File: src/rtl/speed_key_ctrl.sv
// Push-button front end for the variable clock divider: sync, debounce and step the divisor.
// Define AUTO_REPEAT_EN to make a held key repeat its step every REPEAT_CYCLES cycles.
module speed_key_ctrl #(
    parameter logic [27:0] DEFAULT_DIV     = 28'd50_000_000,
    parameter logic [27:0] MIN_DIV         = 28'd2_500_000,
    parameter logic [27:0] MAX_DIV         = 28'd200_000_000,
    parameter logic [27:0] STEP            = 28'd2_500_000,
    parameter int unsigned DEBOUNCE_CYCLES = 1_000_000,
    parameter int unsigned REPEAT_CYCLES   = 25_000_000
) (
    input  logic        clk,
    input  logic        rst,
    input  logic        key_faster_n,
    input  logic        key_slower_n,
    output logic [27:0] dnew,
    output logic        dnew_upd,
    output logic        at_limit
);

    localparam int unsigned CNT_MAX = (DEBOUNCE_CYCLES > REPEAT_CYCLES) ? DEBOUNCE_CYCLES
                                                                          : REPEAT_CYCLES;
    localparam int unsigned CNT_W   = (CNT_MAX > 1) ? $clog2(CNT_MAX) : 1;
    localparam logic [CNT_W-1:0] DEB_LAST = CNT_W'(DEBOUNCE_CYCLES - 1);
`ifdef AUTO_REPEAT_EN
    localparam logic [CNT_W-1:0] REP_LAST = CNT_W'(REPEAT_CYCLES - 1);
`endif
    localparam logic [28:0] DEC_THR   = {1'b0, MIN_DIV} + {1'b0, STEP};
    localparam logic        RST_LIMIT = (DEFAULT_DIV == MIN_DIV) || (DEFAULT_DIV == MAX_DIV);

    typedef enum logic [1:0] {StIdle, StDebounce, StHeld, StRelease} state_e;

    logic [1:0]       r_sync_f;
    logic [1:0]       r_sync_s;
    state_e           r_state;
    logic [CNT_W-1:0] r_cnt;
    logic             r_sel;
    logic [27:0]      r_dnew;
    logic             r_upd;
    logic             r_at_limit;

    state_e           w_state_nxt;
    logic [CNT_W-1:0] w_cnt_nxt;
    logic             w_sel_nxt;
    logic             w_step;
    logic             w_fast;
    logic             w_slow;
    logic             w_sel_pr;
    logic             w_oth_pr;
    logic [28:0]      w_inc;
    logic [27:0]      w_step_val;

    // Synchronised pressed levels; r_sel = 1 means the faster key owns the FSM.
    assign w_fast   = ~r_sync_f[1];
    assign w_slow   = ~r_sync_s[1];
    assign w_sel_pr = r_sel ? w_fast : w_slow;
    assign w_oth_pr = r_sel ? w_slow : w_fast;

    always_comb begin
        w_inc      = {1'b0, r_dnew} + {1'b0, STEP};
        w_step_val = r_dnew;
        if (r_sel) begin
            w_step_val = ({1'b0, r_dnew} < DEC_THR) ? MIN_DIV : (r_dnew - STEP);
        end else begin
            w_step_val = (w_inc > {1'b0, MAX_DIV}) ? MAX_DIV : w_inc[27:0];
        end
    end

    always_comb begin
        w_state_nxt = r_state;
        w_cnt_nxt   = r_cnt;
        w_sel_nxt   = r_sel;
        w_step      = 1'b0;
        unique case (r_state)
            StIdle: begin
                if (w_fast ^ w_slow) begin
                    w_sel_nxt   = w_fast;
                    w_cnt_nxt   = '0;
                    w_state_nxt = StDebounce;
                end
            end
            StDebounce: begin
                if (w_sel_pr && !w_oth_pr) begin
                    if (r_cnt == DEB_LAST) begin
                        w_step      = 1'b1;
                        w_cnt_nxt   = '0;
                        w_state_nxt = StHeld;
                    end else begin
                        w_cnt_nxt = r_cnt + CNT_W'(1);
                    end
                end else begin
                    w_state_nxt = StIdle;
                end
            end
            StHeld: begin
                if (!w_sel_pr) begin
                    w_cnt_nxt   = '0;
                    w_state_nxt = StRelease;
                end
`ifdef AUTO_REPEAT_EN
                else if (!w_oth_pr) begin
                    if (r_cnt == REP_LAST) begin
                        w_step    = 1'b1;
                        w_cnt_nxt = '0;
                    end else begin
                        w_cnt_nxt = r_cnt + CNT_W'(1);
                    end
                end
`endif
            end
            StRelease: begin
                // A re-press here is release bounce: back to HELD without a new step.
                if (w_sel_pr) begin
                    w_cnt_nxt   = '0;
                    w_state_nxt = StHeld;
                end else if (r_cnt == DEB_LAST) begin
                    w_state_nxt = StIdle;
                end else begin
                    w_cnt_nxt = r_cnt + CNT_W'(1);
                end
            end
            default: w_state_nxt = StIdle;
        endcase
    end

    always_ff @(posedge clk) begin
        if (rst) begin
            r_sync_f   <= 2'b11;
            r_sync_s   <= 2'b11;
            r_state    <= StIdle;
            r_cnt      <= '0;
            r_sel      <= 1'b0;
            r_dnew     <= DEFAULT_DIV;
            r_upd      <= 1'b0;
            r_at_limit <= RST_LIMIT;
        end else begin
            r_sync_f <= {r_sync_f[0], key_faster_n};
            r_sync_s <= {r_sync_s[0], key_slower_n};
            r_state  <= w_state_nxt;
            r_cnt    <= w_cnt_nxt;
            r_sel    <= w_sel_nxt;
            r_upd    <= w_step && (w_step_val != r_dnew);
            if (w_step) begin
                r_dnew     <= w_step_val;
                r_at_limit <= (w_step_val == MIN_DIV) || (w_step_val == MAX_DIV);
            end
        end
    end

    assign dnew     = r_dnew;
    assign dnew_upd = r_upd;
    assign at_limit = r_at_limit;

endmodule

File: config.mk
export PLATFORM = sky130hd
export DESIGN_NAME = speed_key_ctrl
export DESIGN_NICKNAME = d
export VERILOG_FILES = /design/src/rtl/speed_key_ctrl.sv
export SDC_FILE = /design/constraint.sdc
export NUM_CORES = 1
export LEC_CHECK = 0
export BUFFER_PORTS_ARGS = -buffer_cell sky130_fd_sc_hd__buf_2
export CELL_PAD_IN_SITES_DETAIL_PLACEMENT = 0
export CELL_PAD_IN_SITES_GLOBAL_PLACEMENT = 1
export CORE_ASPECT_RATIO = 1.5
export CORE_UTILIZATION = 30
export CTS_BUF_LIST = sky130_fd_sc_hd__clkbuf_16
export DETAILED_ROUTE_END_ITERATION = 10
export GPL_TIMING_DRIVEN = 1
export PLACE_DENSITY = 0.6
export SETUP_SLACK_MARGIN = 0.3
export SLEW_MARGIN = 0
export SYNTH_ARGS = -nofsm -noshare
export SYNTH_HDL_FRONTEND = slang
export SYNTH_SLANG_ARGS = --single-unit
File: constraint.sdc
create_clock -name clk -period 7.9 [get_ports clk]
set_input_delay 0.395 -clock clk [delete_from_list [all_inputs] [get_ports clk]]
set_output_delay 0.395 -clock clk [all_outputs]
set_load 0.02 [all_outputs]
==> results.py <==
metrics = {
    "status": {
        "outcome": "finished, violations left",
        "violations": "design-rule violations",
    },
    "worst_setup_path": {
        "crit_chain": "or4_1 -> or4_1 -> o211a_1 -> and2_1 -> o31ai_1 -> buf_4 -> nand4_1 -> or3_1 -> or4_1 -> nor4b_2 -> o221ai_1 -> nand2_1",
        "crit_arrival_ps": 5000,
        "slowest_stage": "or4_1",
        "required_ps": 8170,
        "crit_fanout": 13,
        "worstSetupEndpointType": "register",
        "worstSetupStartpointType": "register",
        "cpMostUsedCell": "or4_1",
        "worst-setup-path-type": "reg -> reg",
        "max_stage_delay_ps": 660,
    },
    "global_routing": {
        "antenna_found_initial": 0,
        "grt_overflow_total": 0,
        "grt_max_degree": 53,
        "grt_pass1_wl_um": 33800,
        "grt_pass1_vias": 5899,
        "grt_use_total": 0.237,
    },
    "sta": {
        "final-setup-viol-count": 0,
        "fin_crit_ps": 4730,
        "slew_violations": 0,
        "worst_hold_slack_ps": 252,
        "max_freq_mhz": 211,
        "fin_tns_setup_ps": 0,
        "hold_viol": 0,
        "fin_skew_ps": 9.71,
        "relSlewSlack": 0.266,
        "worst_pin_slew_ps": 1090,
        "rsz0062_at_grt": "false",
        "period_share": 0.599,
    },
    "power": {
        "power.density_nw_per_um2": 135,
        "p_leak_uw": 0.00203,
        "ir_drop_v": 0.000132,
    },
    "flow_run": {
        "max-cap-violations": 0,
    },
    "drt": {
        "wl_met1_um": 8160,
        "vias": 6085,
        "route.detailed.drc": 2,
        "met2_length_um": 11000,
        "wl_per_cell_um": 22.4,
        "drtIter0Drc": 556,
        "wirelength_um": 21800,
        "wl_met3_um": 1100,
        "route.antenna.remaining_nets": 0,
        "routed_via_density": 6.27,
        "firstDrtPassIters": 8,
        "top_layer": "met4",
    },
    "cells_and_area": {
        "layout-drive-gt1-share": 0.112,
        "seq_area_um2": 1240,
        "final_common_cell": "nor2_1",
        "final_cell_mix": "82 x nor2_1, 69 x nand2_1, 62 x dfxtp_1, 57 x a21oi_1, 43 x o21ai_0",
        "design_area_um2": 5920,
        "area_delta_synth_final_pct": 10.4,
        "fin_nets": 761,
        "final.fill_count": 1887,
        "antenna_cells": 0,
        "multi_input_area_um2": 3760,
        "fin_util": 0.340,
    },
    "yosys": {
        "yosysTopAreaCellShare": 0.232,
        "netlist_area_um2": 5360,
        "synth_edf_count": 0,
        "synthFlopType": "dfxtp_1",
        "ys_warn_count": 0,
        "synth_area_leaders": "dfxtp_1 23%, nor2_1 5.7%, a21oi_1 5.3%",
        "ys_seq_area_frac": 0.232,
        "synthCells": 765,
        "syn_nets": 773,
        "ys_types": 78,
        "async_flop_share": 0,
        "synth_seq_cells": 62,
        "synth_area_per_cell_um2": 7.01,
        "synth_largest_area_cell": "dfxtp_1",
    },
    "place": {
        "hpwl_um": 16000,
        "placed_area_um2": 5600,
        "routabilityCongestion": 0.919,
        "portBuffers": 33,
    },
    "clock_tree": {
        "cts_resized": 0,
        "insertion_delay_ps": 330,
        "postCtsSetupBuffers": 0,
        "cts_sinks": 62,
        "cts_hold_buf": 0,
        "tritoncts": "built",
        "htree_levels": 3,
        "root_buffer": "clkbuf_16",
        "clk_pin_slew_ps": 50,
        "clockBufferDepth": 2,
        "numCtsBuffers": 9,
    },
    "floorplanning": {
        "core-area_um2": 17400,
        "chipHeight_um": 166,
        "rows": 59,
        "start_util": 0.308,
        "die_w_um": 111,
        "ios": 34,
        "fp.dieArea_um2": 18400,
    },
    "worst_hold_path": {
        "min_path_type": "in -> reg",
    },
}
Yosys cell counts (16+ instances only):
master and instances:
and2_1 16, nor2_1 82, or3_1 17, nand2_1 69, o21ai_0 43, nand4_1 18
inv_1 23, dfxtp_1 62, xnor2_1 19, nand3_1 32, nor3_1 20, clkbuf_1 47
a211oi_1 18, a21oi_1 57
kinds of logic (layout without fill, tap and decap cells):
group / after synthesis / in the layout / share of synthesized area
buffers and inverters: 89 / 82 / 0.0667
AND/OR/NAND/NOR: 330 / 330 / 0.315
AO/OA/AOI/OAI: 244 / 244 / 0.318
XOR/XNOR: 33 / 33 / 0.0539
multiplexers: 3 / 3 / 0.00583
adder cells (fa/ha/maj): 4 / 4 / 0.00934
flip-flops: 62 / 62 / 0.232
sequential cells by signal, summed over array words and instances, names as in the netlist:
name      cells
at_limit      1
dnew_upd      1
r_sync_s      2
dnew         28
r_sync_f      2
r_sel         1
r_state       2
r_cnt        25
worst max-delay path, delay by kind of cell (launching register included):
kind            cells  cell delay [ps]
simple gates        8             2990
buf+inv             1              210
flops               1              480
compound gates      3              980
report_power, final:
part	total [uW]	switching, uW	internal (uW)
registers	317	2.48	315
logic	58.7	41.3	17.4
clock network	425	148	277
total	801	192	609
layout make-up:
type | instances | share of cell area
multi-input cells | 614 | 0.635
flip-flops and latches | 62 | 0.210
well taps | 213 | 0.0450
repair buffers | 43 | 0.0406
clock buffers | 9 | 0.0380
clock inverters | 7 | 0.0167
inverters | 23 | 0.0146
per-layer routing:
layer / vias to the layer above / GRT usage
li1: 2827 / -
met1: 2906 / 0.257
met2: 279 / 0.428
met3: 73 / 0.0303
met4: 0 / 0.161
met5: - / 0
metrics by stage:
stage                     power [uW]  instances  worst slack (ps)
final                            801        971              3170
after global routing             834        971              2950
after CTS                        814        971              3260
after detailed placement         382        955              3270
after global placement           383        955              3190
after floorplan                  365        765              4100
worst paths after layout:
check / start / end / slack, ps / cells after the start
max: dnew[23] / at_limit / 3170 / 12
max reg2reg: dnew[23] / at_limit / 3170 / 12
min: key_slower_n / r_sync_s[0] / 250 / 2
min reg2reg: r_sync_s[0] / r_sync_s[1] / 410 / 1
Power figures use the tool's default switching activity.
